File: config.mk
export PLATFORM = sky130hd
export DESIGN_NAME = controlador_entrada_saida
export DESIGN_NICKNAME = d
export VERILOG_FILES = /design/src/rtl/controlador_entrada_saida.sv
export SDC_FILE = /design/constraint.sdc
export NUM_CORES = 1
export LEC_CHECK = 0
export ABC_AREA = 1
export CORE_MARGIN = 4
export CORE_UTILIZATION = 45
export DETAILED_ROUTE_END_ITERATION = 10
export PLACE_DENSITY_LB_ADDON = 0.12
export SYNTH_ARGS = -nofsm -noshare
export SYNTH_HDL_FRONTEND = slang
export SYNTH_SLANG_ARGS = --single-unit
File: constraint.sdc
create_clock -name i_clk -period 2.6 [get_ports i_clk]
set_clock_uncertainty 0.2 [all_clocks]
set_input_delay 0.39 -clock i_clk [delete_from_list [all_inputs] [get_ports i_clk]]
set_output_delay 0.39 -clock i_clk [all_outputs]
set_load 0.01 [all_outputs]
File: src/rtl/controlador_entrada_saida.sv
// IO responder for the CPU IN/OUT path: button-gated switch capture and
// sequential binary-to-BCD conversion for three seven-segment digits.
module controlador_entrada_saida #(
    parameter int unsigned DATA_W    = 32,
    parameter int unsigned IN_W      = 4,
    parameter int unsigned CONV_BITS = 10,
    parameter int unsigned MAX_DISP  = 999
) (
    input  logic              i_clk,
    input  logic              i_n_reset,
    input  logic              i_req_in,
    input  logic              i_req_out,
    input  logic [DATA_W-1:0] i_dado_saida,
    input  logic              i_botao,
    input  logic [IN_W-1:0]   i_chaves,
    output logic [DATA_W-1:0] o_dado_lido,
    output logic              o_pronto,
    output logic              o_ocupado,
    output logic              o_estouro,
    output logic [3:0]        o_unidade,
    output logic [3:0]        o_dezena,
    output logic [3:0]        o_centena
);

    localparam int unsigned CNT_W = $clog2(CONV_BITS + 1);
    localparam logic [CNT_W-1:0] CNT_LAST = CNT_W'(CONV_BITS);

    typedef enum logic [2:0] {
        StOcioso,
        StEsperaSolta,
        StEsperaAperto,
        StConverte,
        StConclui
    } state_e;

    state_e                r_state, w_state_d;
    logic [CONV_BITS-1:0]  r_shift, w_shift_d;
    logic [11:0]           r_bcd, w_bcd_d;
    logic [CNT_W-1:0]      r_cnt, w_cnt_d;
    logic                  r_botao_prev;
    logic [DATA_W-1:0]     r_dado_lido, w_dado_lido_d;
    logic                  r_estouro, w_estouro_d;
    logic [11:0]           r_digits, w_digits_d;

    logic                  w_over;
    logic [DATA_W-1:0]     w_val;
    logic [11:0]           w_bcd_adj;
    logic [11:0]           w_bcd_sh;
    logic [CONV_BITS-1:0]  w_shift_sh;

    assign w_over = i_dado_saida > DATA_W'(MAX_DISP);
    assign w_val  = w_over ? DATA_W'(MAX_DISP) : i_dado_saida;

    // Shift-add-3: correct every nibble >= 5 before the doubling shift.
    always_comb begin
        w_bcd_adj = r_bcd;
        for (int i = 0; i < 3; i++) begin
            if (r_bcd[4*i +: 4] >= 4'd5) begin
                w_bcd_adj[4*i +: 4] = r_bcd[4*i +: 4] + 4'd3;
            end
        end
    end

    assign w_bcd_sh   = {w_bcd_adj[10:0], r_shift[CONV_BITS-1]};
    assign w_shift_sh = {r_shift[CONV_BITS-2:0], 1'b0};

    always_comb begin
        w_state_d     = r_state;
        w_shift_d     = r_shift;
        w_bcd_d       = r_bcd;
        w_cnt_d       = r_cnt;
        w_dado_lido_d = r_dado_lido;
        w_estouro_d   = r_estouro;
        w_digits_d    = r_digits;
        unique case (r_state)
            StOcioso: begin
                // OUT wins a collision; the simultaneous IN is dropped.
                if (i_req_out) begin
                    w_estouro_d = w_over;
                    w_shift_d   = w_val[CONV_BITS-1:0];
                    w_bcd_d     = '0;
                    w_cnt_d     = '0;
                    w_state_d   = StConverte;
                end else if (i_req_in) begin
                    w_state_d = i_botao ? StEsperaSolta : StEsperaAperto;
                end
            end
            StEsperaSolta: begin
                if (!i_botao) w_state_d = StEsperaAperto;
            end
            StEsperaAperto: begin
                if (i_botao && !r_botao_prev) begin
                    w_dado_lido_d = {{(DATA_W-IN_W){1'b0}}, i_chaves};
                    w_state_d     = StConclui;
                end
            end
            StConverte: begin
                if (r_cnt == CNT_LAST) begin
                    w_digits_d = r_bcd;
                    w_state_d  = StConclui;
                end else begin
                    w_bcd_d   = w_bcd_sh;
                    w_shift_d = w_shift_sh;
                    w_cnt_d   = r_cnt + CNT_W'(1);
                end
            end
            StConclui: w_state_d = StOcioso;
            default:   w_state_d = StOcioso;
        endcase
    end

    always_ff @(posedge i_clk or negedge i_n_reset) begin
        if (!i_n_reset) begin
            r_state      <= StOcioso;
            r_shift      <= '0;
            r_bcd        <= '0;
            r_cnt        <= '0;
            r_botao_prev <= 1'b0;
            r_dado_lido  <= '0;
            r_estouro    <= 1'b0;
            r_digits     <= '0;
        end else begin
            r_state      <= w_state_d;
            r_shift      <= w_shift_d;
            r_bcd        <= w_bcd_d;
            r_cnt        <= w_cnt_d;
            r_botao_prev <= i_botao;
            r_dado_lido  <= w_dado_lido_d;
            r_estouro    <= w_estouro_d;
            r_digits     <= w_digits_d;
        end
    end

    assign o_dado_lido = r_dado_lido;
    assign o_pronto    = (r_state == StConclui);
    assign o_ocupado   = (r_state != StOcioso);
    assign o_estouro   = r_estouro;
    assign o_centena   = r_digits[11:8];
    assign o_dezena    = r_digits[7:4];
    assign o_unidade   = r_digits[3:0];

endmodule
Yosys cells after proc, flatten, opt, wreduce, memory -nomap -nowiden
Cells that the tools add are included.
W data, S select, Z words.
- output and inout bits: 47
- input port bits: 41
- register bits after elaboration: 47
- equality and inequality tests: 11
- $lt $le $gt $ge: 4
- $add $sub $neg: 4
- multiplexer cells: 20
- reduce and logical (&&, ||, !) cells: 10
- operators by type and width (cell ; count):
    $gt A32 B10 Y1 const B ; 1
    $mux W10 ; 3
    $mux W12 ; 2
    $pmux W12 S2 ; 1
    $pmux W10 S2 ; 1
    $mux W3 ; 6
    $mux W4 ; 4
    $ge A4 B3 Y1 const B ; 3
    $pmux W3 S4 ; 1
    $ne A2 B2 Y1 const B ; 5
    $add A4 B2 Y4 const B ; 2
    $pmux W4 S2 ; 1
    $eq A3 B2 Y1 const B ; 2
    $reduce_and A2 Y1 ; 3
    $add A4 B1 Y4 const B ; 1
    $eq A4 B4 Y1 const B ; 1
    $reduce_and A4 Y1 ; 1
    $add A3 B2 Y3 const B ; 1
    $eq A3 B1 Y1 const B ; 1
    $eq A3 B3 Y1 const B ; 1
    $logic_not A3 Y1 ; 1
    $ne A3 B3 Y1 const B ; 1
    $reduce_and A3 Y1 ; 1
    $reduce_bool A3 Y1 ; 1
    other kinds (4) ; 4

Depth between registers and ports, before layout
Gate-level depths: netlist (run 1).
- depth in word-level cells: 4
- mapped depth: 10

Worst setup path before layout (run 1)
OpenSTA, ideal clock, no wires.
- kind: register to register
- start point: register r_cnt[0]
- end point: register r_cnt[2]
- required time: 2.278 ns
- setup time: 0.122 ns
- setup slack: 1.025 ns
- stages on the path, launching flop included: 9
- path buffers: 0
- data arrival time: 1.254 ns
- cells stage by stage: dfrtp_1 > inv_1 > ha_1 > nand3_1 > inv_1 > nor2_2 > nand3_1 > nand2_1 > a21oi_1
- word-level cells in the longest chain between the ends: 3
- elaborated cells between the ends (all ways): 6
- those cells by class: 1 x add/sub; 2 x eq/ne; 2 x mux; 1 x reduce/logical
- ends and longest elaborated chain (item ; line ; source):
    start: declaration ; 39 ; logic [CNT_W-1:0] r_cnt, w_cnt_d;
    start signal: assignment ; 126 ; r_cnt <= w_cnt_d;
    $add A4 B1 Y4 / $eq A4 B4 Y1 (equally long branches) ; 104, 98 ;
    $mux W4 / $ne A2 B2 Y1 (equally long branches) ; -- ;
    $pmux W4 S2 / $reduce_and A3 Y1 (equally long branches) ; -- ;
Several ways; a longest one is shown, not always the timed one. The select of a mux whose other input is x is not followed.
A chain may end at the register's enable or synchronous reset.

Worst setup path in the final report (run 1)
- start point: register r_state[0]
- end point: output o_pronto
- word-level cells in the longest chain between the ends: 1
- ends and longest elaborated chain (item ; line ; source):
    start: declaration ; 36 ; state_e r_state, w_state_d;
    start signal: assignment ; 114 ; r_state <= StOcioso;
    start signal: assignment ; 123 ; r_state <= w_state_d;
    $eq A3 B3 Y1 ; 135 ; assign o_pronto = (r_state == StConclui);
    end: declaration ; 17 ; output logic o_pronto,
No other way between the ends.

==> results of run 1 <==
-- how the worst min path moves through the flow --
stage,slack [ns],cells past startpoint,to
global route,0.31,2,r_digits[11]$_DFFE_PN0P_
detailed placement,0.27,2,r_digits[11]$_DFFE_PN0P_
CTS,0.29,2,r_bcd[0]$_DFFE_PN0P_
floorplan,-0.11,0,o_dado_lido[0]$_DFFE_PN0P_
finish,0.28,2,r_bcd[0]$_DFFE_PN0P_
global placement,0.26,2,r_bcd[0]$_DFFE_PN0P_
-- final cells by class --
type,instances,area (um2),share of cell area (%)
multi-input cells,247,1200,36.2
repair buffers,62,611,18.4
clock inverters,1,30.0,0.907
inverters,33,134,4.04
well taps,72,90.1,2.72
flip-flops and latches,47,1180,35.5
clock buffers,6,72.6,2.19
-- layer usage --
metal  part of all wire, %  up-vias
met2                    49       45
met4                   1.1        0
met1                    44      975
met5                     0        -
met3                   5.9        5
li1                      -     1114
-- state kept, by name (all words and copies together), names as in the netlist --
| signal | count |
|---|---|
| o_dado_lido | 4 |
| o_estouro | 1 |
| r_bcd | 12 |
| r_botao_prev | 1 |
| r_cnt | 4 |
| r_digits | 12 |
| r_shift | 10 |
| r_state | 3 |
-- worst max-delay path, cell delays in order (launching register included) --
cell and delay (ns):
sky130_fd_sc_hd__dfrtp_1 0.47, sky130_fd_sc_hd__nor3_1 0.22, sky130_fd_sc_hd__clkdlybuf4s50_1 0.57
-- cells by family after synthesis --
group / count (synthesis)
xor+xnor: 5
fa+ha+maj: 8
other cells: 1
mux: 4
simple gates: 163
flops: 47
buf+inv: 67
compound gates: 39
-- metrics by stage --
| step | utilization, % | power, mW | setup WS (ns) |
|---|---|---|---|
| after floorplan | - | 1.83 | 1.02 |
| after CTS | 58.7 | 2.66 | 0.422 |
| after detailed placement | 56.7 | 2.14 | 0.603 |
| after global placement | 56.7 | 2.12 | 0.628 |
| final | 58.7 | 2.63 | 0.447 |
| after global routing | 58.7 | 2.87 | 0.355 |
-- cell usage after synthesis, types with 2 or more instances --
master                    instances  area [um2]
sky130_fd_sc_hd__nand2_1         88         330
sky130_fd_sc_hd__nor2_1          50         188
sky130_fd_sc_hd__dfrtp_1         47        1180
sky130_fd_sc_hd__inv_1           30         113
sky130_fd_sc_hd__buf_4           28         210
sky130_fd_sc_hd__o21ai_0         28         140
sky130_fd_sc_hd__nand3_1         12        60.1
sky130_fd_sc_hd__ha_1             8         100
sky130_fd_sc_hd__o22ai_1          7        43.8
sky130_fd_sc_hd__xor2_1           5        43.8
sky130_fd_sc_hd__a21oi_1          4        20.0
sky130_fd_sc_hd__mux2_2           4        45.0
sky130_fd_sc_hd__nand2_4          3        33.8
sky130_fd_sc_hd__nor3_1           3        15.0
sky130_fd_sc_hd__buf_2            2        10.0
sky130_fd_sc_hd__buf_6            2        22.5
-- what timing repair did --
action	CTS	global route
hold endpoints to repair	14	0
endpoints found under the setup margin	0	0
hold buffers	1	0
setup buffers	0	0
-- report_power, final --
group          internal, mW  leakage [nW]  switching [mW]
combinational         0.448         0.970           0.584
sequential            0.945         0.592           0.135
clock                 0.282        0.0513           0.233
total                  1.68          1.61           0.952
==> results.md, run 1 <==
Worst hold path:
- The type of the most critical hold path is reg -> reg.
- In this run the most critical hold path is launched from r_shift[9]$_DFFE_PN0P_.

Clock network:
- The later pin in the worst-skew pair is clocked with a latency of 0.29 ns.
- In this run the deepest clock path goes through 2 buffers.
- The H-tree was split into 2 levels.
- The number of clock buffers inserted by TritonCTS is 5.
- The number of gates resized after CTS was 0.
- The CTS clock-pin slew for the worst setup and hold paths is 0.09 ns.
- In this run the clock root is driven by a sky130_fd_sc_hd__clkbuf_8.
- TritonCTS built the clock tree.
- For this design, the sink count on the clock tree is 47.

GRT:
- The number of global-route vias before repair is 1997.
- The combined global-route utilization of all metal layers is 14.8%.
- The first global-routing pass estimated 8850 um of wire.
- The largest net degree at the start of global routing is 48.
- The number of antenna violations at the first check in global routing is 0.
- The met1 track demand over resource in global routing is 18.3%.
- The met3 routing resource usage after global routing is 3.98%.
- The most heavily used metal layer in global routing is met2.
- The global-route congestion overflow total is 0.
- The met2 track demand over resource is 25.6%.

Cells and area:
- In the final layout, the share of cells above drive strength 1 is 6.06%.
- The antenna diode instance count is 0.
- The number of fillers in the final layout is 534.
- The number of nets in the finished design is 445.
- In the layout the commonest cells are 88 x sky130_fd_sc_hd__nand2_1, 58 x sky130_fd_sc_hd__clkdlybuf4s50_1, 50 x sky130_fd_sc_hd__nor2_1.
- After routing the design area is 3310 um2.
- The most common library cell in the layout ignoring fill and taps is sky130_fd_sc_hd__nand2_1.
- The count of cells in the finished layout, fillers not included, comes to 468.
- The area growth from synthesis to final layout is 24.2%.

Critical path:
- The length in cells of the worst reg-to-reg path is 10.
- The reg-to-reg startpoint is r_state[2]$_DFFE_PN0P_.
- The beginning of the critical path is r_state[0]$_DFFE_PN0P_.
- In this run the critical register-to-register path is captured at r_shift[4]$_DFFE_PN0P_.
- The critical path ends at o_pronto.
- STA classifies the critical path startpoint as a flop.
- The data arrival at the endpoint of the critical path is 1.56 ns.
- The category of the critical setup timing path is reg -> out.
- The worst setup path is captured at an output pin.
- Setup slack on the worst reg-to-reg path comes out at 0.79 ns.
- For the worst setup path, the data required time is 2.01 ns.
- In this run the worst path has a maximum fanout of 6.

Timing:
- Setup repair after global routing left no endpoint under its margin.
- Derived from the worst setup path, the maximum achievable clock frequency is 0.465 GHz.
- The total count of hold-check failures in the final report is 0.
- The actual slew at the worst max-slew pin is 0.582 ns.
- The worst hold margin is 0.281 ns.
- Setup violations remaining at the end of the flow were counted as 0.
- The minimum clock period after layout is 2.15 ns.
- The number of max-slew violations in the final report was 0.
- The final-layout setup total negative slack is 0 ns.
- The worst slew margin relative to its limit is 61.2%.
- The share of the cycle needed by the critical path after routing is 82.8%.

Die:
- The die is 85.0 um tall.
- The floorplan step defined a die boundary enclosing 7220 um2.
- Once the floorplan was initialized, standard cells occupied 47.3% of the core.
- After floorplanning, the core was divided into 27 placement rows.
- The count of pins on the block boundary is 88.
- The floorplan step set the die width to 85.0 um.
- The core region is 5640 um2.

Power:
- For this design the static power due to leakage is 1.61 nW.
- The maximum vdd drop is 0.000428 V.
- For this design the ratio of total power to cell area is 794 nW/um2.

Synthesis:
- The post-synthesis compound-gate area fraction is 7.65%.
- Counting flops and latches in the post-synthesis netlist gives 47.
- For this run, the leading register cell type out of synthesis is sky130_fd_sc_hd__dfrtp_1.
- The average instance in the mapped netlist occupies 7.99 um2.
- The Yosys warning count is 0.
- Of the total synthesized cell area, the portion taken by XOR and XNOR cells is 1.64%.
- Counting flops with an async set or reset pin after synthesis yields a share of 100%.
- Summing the areas of all and, or, nand and nor instances in the mapped netlist gives 26.3% of the synthesized area.
- The number of distinct library cell variants in the gate-level netlist after synthesis is 29.
- In this run the cell area of the synthesized design comes to 2670 um2.
- After synthesis, flip-flops and latches occupy 44.1% of the total area.
- The number of flops mapped to enable cells by yosys is 0.
- The portion of netlist area occupied by mux cells is 1.69%.
- After Yosys synthesis, full adders, half adders and majority gates account for 3.75% of the synthesized area.
- The main combinational cell family by area after synthesis is simple AND/OR/NAND/NOR gates.
- The post-synthesis cell count is 334.

Placement:
- Counting tap cells, the placed design contains a total of 460 instances.
- Buffers placed on the I/O ports in this run total 59.
- The final weighted congestion in routability-driven placement is 0.773.
- The post-DP HPWL is 3820 um.
- The area of placed instances is 3200 um2.

Detailed routing:
- The first routing iteration left 87 violations.
- The DRC violation count after routing is 0.
- The routed length per instance is 10.9 um.
- Summed over all layers, the routed wires come to 5080 um.
- The first detailed-routing pass ran for 4 iterations.
- After detailed routing, the number of vias per cell comes to 4.57.
- The total vias in the final route is 2139.
- The count of nets left with antenna violations once routing finished came out at 0.

Flow run:
- The max capacitance violation total is 0.

Outcome:
- The flow ran to the end, and the final reports show no timing, DRC or antenna violations.
(Power assumes the default switching activity.)
==> inputs of run 2 (changes only) <==
- clock period: 2.6 -> 2 ns (I/O delays scaled with it)
==> run 2 against run 1 <==
Effect of this change: power grew 28%; clock-buffer cell count up 1; sequential power up 31%; design area increased by 0.72%; utilization up 0.42 points; critical path type is now reg -> reg; largest power group unchanged.
==> results.md, run 2 (synthesis gave the netlist of run 1 again) <==
Detailed routing:
- The number of detailed-routing iterations run before antenna repair is 4.
- The final layout contains routed wiring with a total length of 5070 um.
- The average via count per standard cell is 4.51.
- After the first detailed-routing iteration, the DRC count stood at 53.
- After detailed routing, the number of remaining DRC violations is 0.
- The routed length per instance is 10.8 um.
- Summing over every cut layer, the via total after detailed routing is 2126.
- The number of nets with antenna violations after detailed routing is 0.

Clock network:
- TritonCTS built the clock tree.
- In this run the number of H-tree levels came out at 2.
- The cell chosen for the clock root is sky130_fd_sc_hd__clkbuf_8.
- Clock-pin slew was measured on the worst setup and hold paths at 0.08 ns.
- The number of sinks on the clock net is 47.
- Buffers inserted during clock tree synthesis total 5.
- Counting along the longest clock path gives a buffer depth of 2.
- After clock tree synthesis, the setup repair step added 0 buffers.
- The source-to-sink clock delay at the later pin of the worst-skew pair is 0.29 ns.

Placement:
- The number of buffers added on ports is 59.
- Before CTS, the worst setup slack after placement is 0.0738 ns.
- The final weighted congestion in routability-driven placement is 0.768.
- Summed over all nets, the half-perimeter wirelength after detailed placement is 3810 um.

Critical path:
- The worst setup path is of the reg -> reg kind.
- The beginning of the critical path is r_cnt[0]$_DFFE_PN0P_.
- Among cell families on the critical path, the largest total delay comes from simple AND/OR/NAND/NOR gates.
- The highest cell delay on the worst timing path is 0.39 ns.
- In this run the critical register-to-register path is launched from r_cnt[0]$_DFFE_PN0P_.
- At the worst endpoint, the required time is 2.03 ns.
- STA classifies the critical path endpoint as a flop.
- The worst setup path is launched from a flop.
- The critical path goes through inv_1, ha_1, nand3_1, inv_1, nor2_2, buf_4, nand2_1, nand2_1, inv_1, nand2_1.
- The maximum fanout along the worst path is 5.
- The number of buffers and inverters on the critical path is 4.
- The data arrival at the endpoint of the critical path is 1.80 ns.
- The slowest stage of the critical path is the sky130_fd_sc_hd__dfrtp_1 cell.

Die:
- The floorplan step defined a core boundary enclosing 5640 um2.
- From bottom edge to top edge, the die measures 85.0 um.
- The count of pins on the block boundary is 88.
- The effective utilization at floorplan is 47.3%.
- The die extent in x is 85.0 um.
- The floorplan step defined a die boundary enclosing 7220 um2.
- Row generation in the floorplan step produced 27 rows.

Cells and area:
- The number of fillers in the final layout is 549.
- The antenna diode instance count is 0.
- The area growth from synthesis to layout is 25.0%.
- The utilization after layout is 59.1%.
- Leaving out fill and tap cells, the most frequent cell in the layout is sky130_fd_sc_hd__nand2_1.
- The net count of the finished layout is 447.
- The top cell types in the final layout, fill and taps aside, are 88 x sky130_fd_sc_hd__nand2_1, 56 x sky130_fd_sc_hd__clkdlybuf4s50_1, 50 x sky130_fd_sc_hd__nor2_1.
- The share of final-layout standard cells stronger than drive strength 1 is 7.52%.
- In the final layout, the registers with the most flip-flops are r_bcd x12, r_digits x12, r_shift x10.

Power:
- The share of total power in combinational logic is 40.6%.
- The static leakage power is 1.63 nW.
- IR analysis of the VDD net gives a maximum drop of 0.000650 V.
- For this design the ratio of total power to cell area is 1010 nW/um2.
- The power consumption is 3.36 mW.
- The clock share of power is 17.5%.
- Sequential cells burn 41.9% of the power.
- The fraction of power spent switching nets is 37.3%.
- The switching power is 1.25 mW.
- The internal portion of total power is 2.11 mW.

Timing:
- The number of max-slew violations in the final report is 0.
- Adding up every negative setup slack in the final design gives 0 ns.
- Once routing completed, OpenROAD measured the worst setup slack at 0.232 ns.
- The worst hold margin is 0.287 ns.
- The routed design could run at a clock period as short as 1.77 ns.
- For this run, the top clock speed supported by timing is 0.566 GHz.
- Setup repair after global routing left no endpoint under its margin.
- The number of setup violations in the final report is 0.
- The final critical path takes up 88.4% of the cycle.
- The total count of hold-check failures in the final report is 0.

Worst hold path:
- The worst min-delay path startpoint is r_digits[11]$_DFFE_PN0P_.
- The path class of the tightest hold or removal check is reg -> reg.

GRT:
- The first global-routing pass estimated 8310 um of wire.
- After global routing the overflow that remains totals 0.
- In the global route stage, overall resource usage came out at 13.9%.
- The met3 routing resource usage after global routing is 3.01%.
- The number of antenna violations at the first check in global routing is 0.
- The met2 track demand over resource is 23.1%.
- The layer flagged by global routing as most heavily used is met2.
- The met1 track demand over resource in global routing is 18.5%.
- The number of global-route vias before repair is 1849.
- The largest net degree at the start of global routing is 48.

Outcome:
- The run finished with clean final reports.

Flow run:
- The tool flagged a number of max-cap violations equal to 0.
==> run 2: stage by stage <==
step / area [um2] / instances
floorplan: 2770 / 361
global placement: 3230 / 462
detailed placement: 3230 / 462
CTS: 3330 / 471
global route: 3340 / 471
finish: 3340 / 471
==> run 2: timing repair <==
action	in CTS	in global routing
endpoints found under the hold margin	47	0
setup endpoints to repair	2	1
hold buffers	1	0
resized for setup	3	2
cloned	0	0
==> run 2: cell type report <==
| class | count | area, um2 | share of cell area, % |
|---|---|---|---|
| Multi-Input combinational cell | 247 | 1200 | 35.9 |
| Sequential cell | 47 | 1180 | 35.3 |
| Timing Repair Buffer | 64 | 639 | 19.2 |
| Inverter | 33 | 134 | 4.01 |
| Tap cell | 72 | 90.1 | 2.70 |
| Clock buffer | 7 | 86.3 | 2.59 |
| Clock inverter | 1 | 8.76 | 0.263 |
==> run 2: final timing paths <==
path / to / slack (ns) / depth (start not counted)
setup / recovery: r_shift[4]$_DFFE_PN0P_ / 0.23 / 10
hold / removal: r_digits[11]$_DFFE_PN0P_ / 0.29 / 2
setup reg to reg: r_shift[4]$_DFFE_PN0P_ / 0.23 / 10
hold reg to reg: r_digits[11]$_DFFE_PN0P_ / 0.29 / 2
max in group asynchronous: r_state[0]$_DFFE_PN0P_ / 1.05 / 3
min in group asynchronous: r_bcd[2]$_DFFE_PN0P_ / 0.30 / 3
==> run 2: worst min-delay path, cell delays in order (launching register included) <==
cell	delay, ns
sky130_fd_sc_hd__dfrtp_1	0.35
sky130_fd_sc_hd__nand2_1	0.05
sky130_fd_sc_hd__o21ai_0	0.05
==> run 2: power by group through the flow <==
stage | logic [mW] | registers, mW | clock network, mW
after detailed placement | 1.37 | 1.42 | 0
after global routing | 1.54 | 1.45 | 0.659
after global placement | 1.36 | 1.42 | 0
after floorplan | 0.947 | 1.43 | 0
final | 1.36 | 1.41 | 0.587
after CTS | 1.38 | 1.41 | 0.613
==> run 2: routing by layer <==
metal | wire, um | vias to the layer above
met1 | 2280 | 962
met3 | 256 | 4
li1 | - | 1118
met4 | 38 | 0
met5 | 0 | -
met2 | 2490 | 42
==> inputs of run 3 (changes only) <==
- CORE_UTILIZATION: 45 -> 46
- SKIP_LAST_GASP: not set -> 1
==> run 3 against run 2 <==
Effect of this change: sequential power is essentially flat; critical path depth fell by 7; hold slack got worse by 0.013 ns; critical path type is now reg -> out; largest cell class unchanged.
==> results.md, run 3 (synthesis gave the netlist of run 1 again) <==
Die:
- The vertical die dimension is 84.2 um.
- During I/O placement, the number of pins put on the boundary was 88.
- The floorplan row count is 27.
- The die is 84.2 um wide.
- The effective utilization at floorplan is 47.9%.
- The die area is 7080 um2.
- The floorplan step defined a core boundary enclosing 5570 um2.

Cells and area:
- The final cell count without fillers is 472.
- The sequential cells in the finished layout cover a total of 1180 um2.
- The area growth from synthesis to final layout is 25.8%.
- In the layout the commonest cells are 88 x sky130_fd_sc_hd__nand2_1, 57 x sky130_fd_sc_hd__clkdlybuf4s50_1, 50 x sky130_fd_sc_hd__nor2_1.
- The number of fillers in the final layout is 532.
- The most common library cell in the layout ignoring fill and taps is sky130_fd_sc_hd__nand2_1.
- The utilization after layout is 60.2%.
- The post-route netlist has 7.75% of its cells at a drive strength greater than 1.
- In the final layout, the registers with the most flip-flops are r_bcd x12, r_digits x12, r_shift x10.
- The area of all placed cells without fillers is 3360 um2.
- 0 antenna diodes ended up in the layout.
- The multi-input combinational cells in the finished layout cover a total of 1200 um2.
- For this run, the post-layout net count is 448.

Clock network:
- The source-to-sink clock delay at the later pin of the worst-skew pair is 0.29 ns.
- TritonCTS built the clock tree.
- Clock-pin slew was measured on the worst setup and hold paths at 0.09 ns.
- The H-tree depth is 2.
- The maximum clock path buffer count is 2.
- Clock tree synthesis selected as its root buffer the cell sky130_fd_sc_hd__clkbuf_8.
- The number of clock buffers inserted by TritonCTS is 5.
- The number of sinks on the clock net is 47.

Timing:
- The total count of hold-check failures in the final report is 0.
- The number of max-slew violations in the final report is 0.
- The number of setup violations in the final report is 0.
- The final-layout setup total negative slack is 0 ns.
- Derived from the worst setup path, the maximum achievable clock frequency is 0.522 GHz.
- The worst hold margin is 0.273 ns.
- After layout, the minimum clock period comes to 1.91 ns.
- Once routing completed, OpenROAD measured the worst setup slack at 0.0860 ns.
- In the finished design, the share of the clock period the worst path needs comes to 95.7%.
- Setup repair after global routing left no endpoint under its margin.

Placement:
- After legalization and detailed placement, the total HPWL measured 3840 um.
- The final weighted congestion in routability-driven placement is 0.797.
- The number of buffers added on ports is 59.
- Once placement finished, the instance area stood at 3230 um2.
- Counting tap cells, the placed design contains a total of 462 instances.
- The worst setup timing slack at the placement stage is 0.0635 ns.

Power:
- The power per cell area is 1030 nW/um2.
- Summed over all cells, the static leakage comes to 1.64 nW.
- The power consumption is 3.47 mW.
- VDD sags by at most 0.000732 V.

Critical path:
- The number of cells on the worst reg-to-reg path is 9.
- The element type at the critical path end is an output pin.
- Data on the critical path arrives at its endpoint at 1.41 ns.
- The worst setup path is launched from a flop.
- At the worst endpoint, the required time is 1.50 ns.
- Of all nets on the critical path, the largest fanout is 6.
- The worst setup path is of the reg -> out kind.

GRT:
- Summed over all layers, the global routing overflow is 0.
- The first global-routing pass estimated 8560 um of wire.
- The number of antenna violations at the first check in global routing is 0.
- Entering global routing, the biggest net connects 31 pins.
- The number of global-route vias before repair is 1938.
- The combined global-route utilization of all metal layers is 14.4%.

Detailed routing:
- The total vias in the final route is 2155.
- The pre-antenna-repair detailed-routing pass consisted of 4 iterations.
- The total wire length is 5020 um.
- In this run the remaining antenna-violating nets after routing total 0.
- The routed length per instance is 10.6 um.
- After the first detailed-routing iteration, the DRC count stood at 54.
- The DRC violation count after routing is 0.
- The average via count per standard cell is 4.57.

Outcome:
- The run finished with clean final reports.

Worst hold path:
- The path class of the tightest hold or removal check is in -> async.

Flow run:
- The max capacitance violation total is 0.
[run 3: changes by cell type in the layout (fill, tap and decap cells not counted), sizes merged]
cell / delta
clkinv: +1
dlymetal6s2s: -1
clkdlybuf4s50: +1
clkbuf: -2
buf: +1
bufinv: +1
[run 3: area by class of cell]
cell class	count	share of cell area, %
Sequential cell	47	35.1
Timing Repair Buffer	65	19.2
Clock inverter	3	1.30
Inverter	33	3.99
Tap cell	72	2.68
Multi-Input combinational cell	247	35.7
Clock buffer	5	2.05
[run 3: worst max-delay path, cell delays in order, from the launching register on]
cell and delay [ns]:
sky130_fd_sc_hd__dfrtp_2 0.44, sky130_fd_sc_hd__inv_2 0.05, sky130_fd_sc_hd__nand3_2 0.08, sky130_fd_sc_hd__clkdlybuf4s50_1 0.54
[run 3: report_power, final]
group / switching, mW / internal (mW) / leakage, nW
Combinational: 0.777 / 0.607 / 0.994
Sequential: 0.169 / 1.23 / 0.591
Clock: 0.311 / 0.372 / 0.0581
[run 3: path summary, 6_finish.rpt]
| check | from | endpoint | slack (ns) |
|---|---|---|---|
| setup / recovery | r_state[0]$_DFFE_PN0P_ | o_ocupado | 0.09 |
| min in group i_clk | r_shift[9]$_DFFE_PN0P_ | r_shift[9]$_DFFE_PN0P_ | 0.28 |
| hold reg to reg | r_shift[9]$_DFFE_PN0P_ | r_shift[9]$_DFFE_PN0P_ | 0.28 |
| setup reg to reg | r_cnt[0]$_DFFE_PN0P_ | r_shift[5]$_DFFE_PN0P_ | 0.26 |
| hold / removal | i_n_reset | r_digits[2]$_DFFE_PN0P_ | 0.27 |
| max in group asynchronous | i_n_reset | r_cnt[0]$_DFFE_PN0P_ | 0.83 |
[run 3: routing by layer]
layer,track usage [%],share of wire (%)
met4,3.51,0.68
met2,24.4,50
met1,18.8,45
met5,0,0
met3,3.24,4.5
[run 3: timing repair]
item / CTS / global route
endpoints found under the hold margin: 17 / 0
hold buffers: 1 / 0
setup buffers: 1 / 0
gates resized for setup: 3 / 0
setup endpoints to repair: 2 / 0
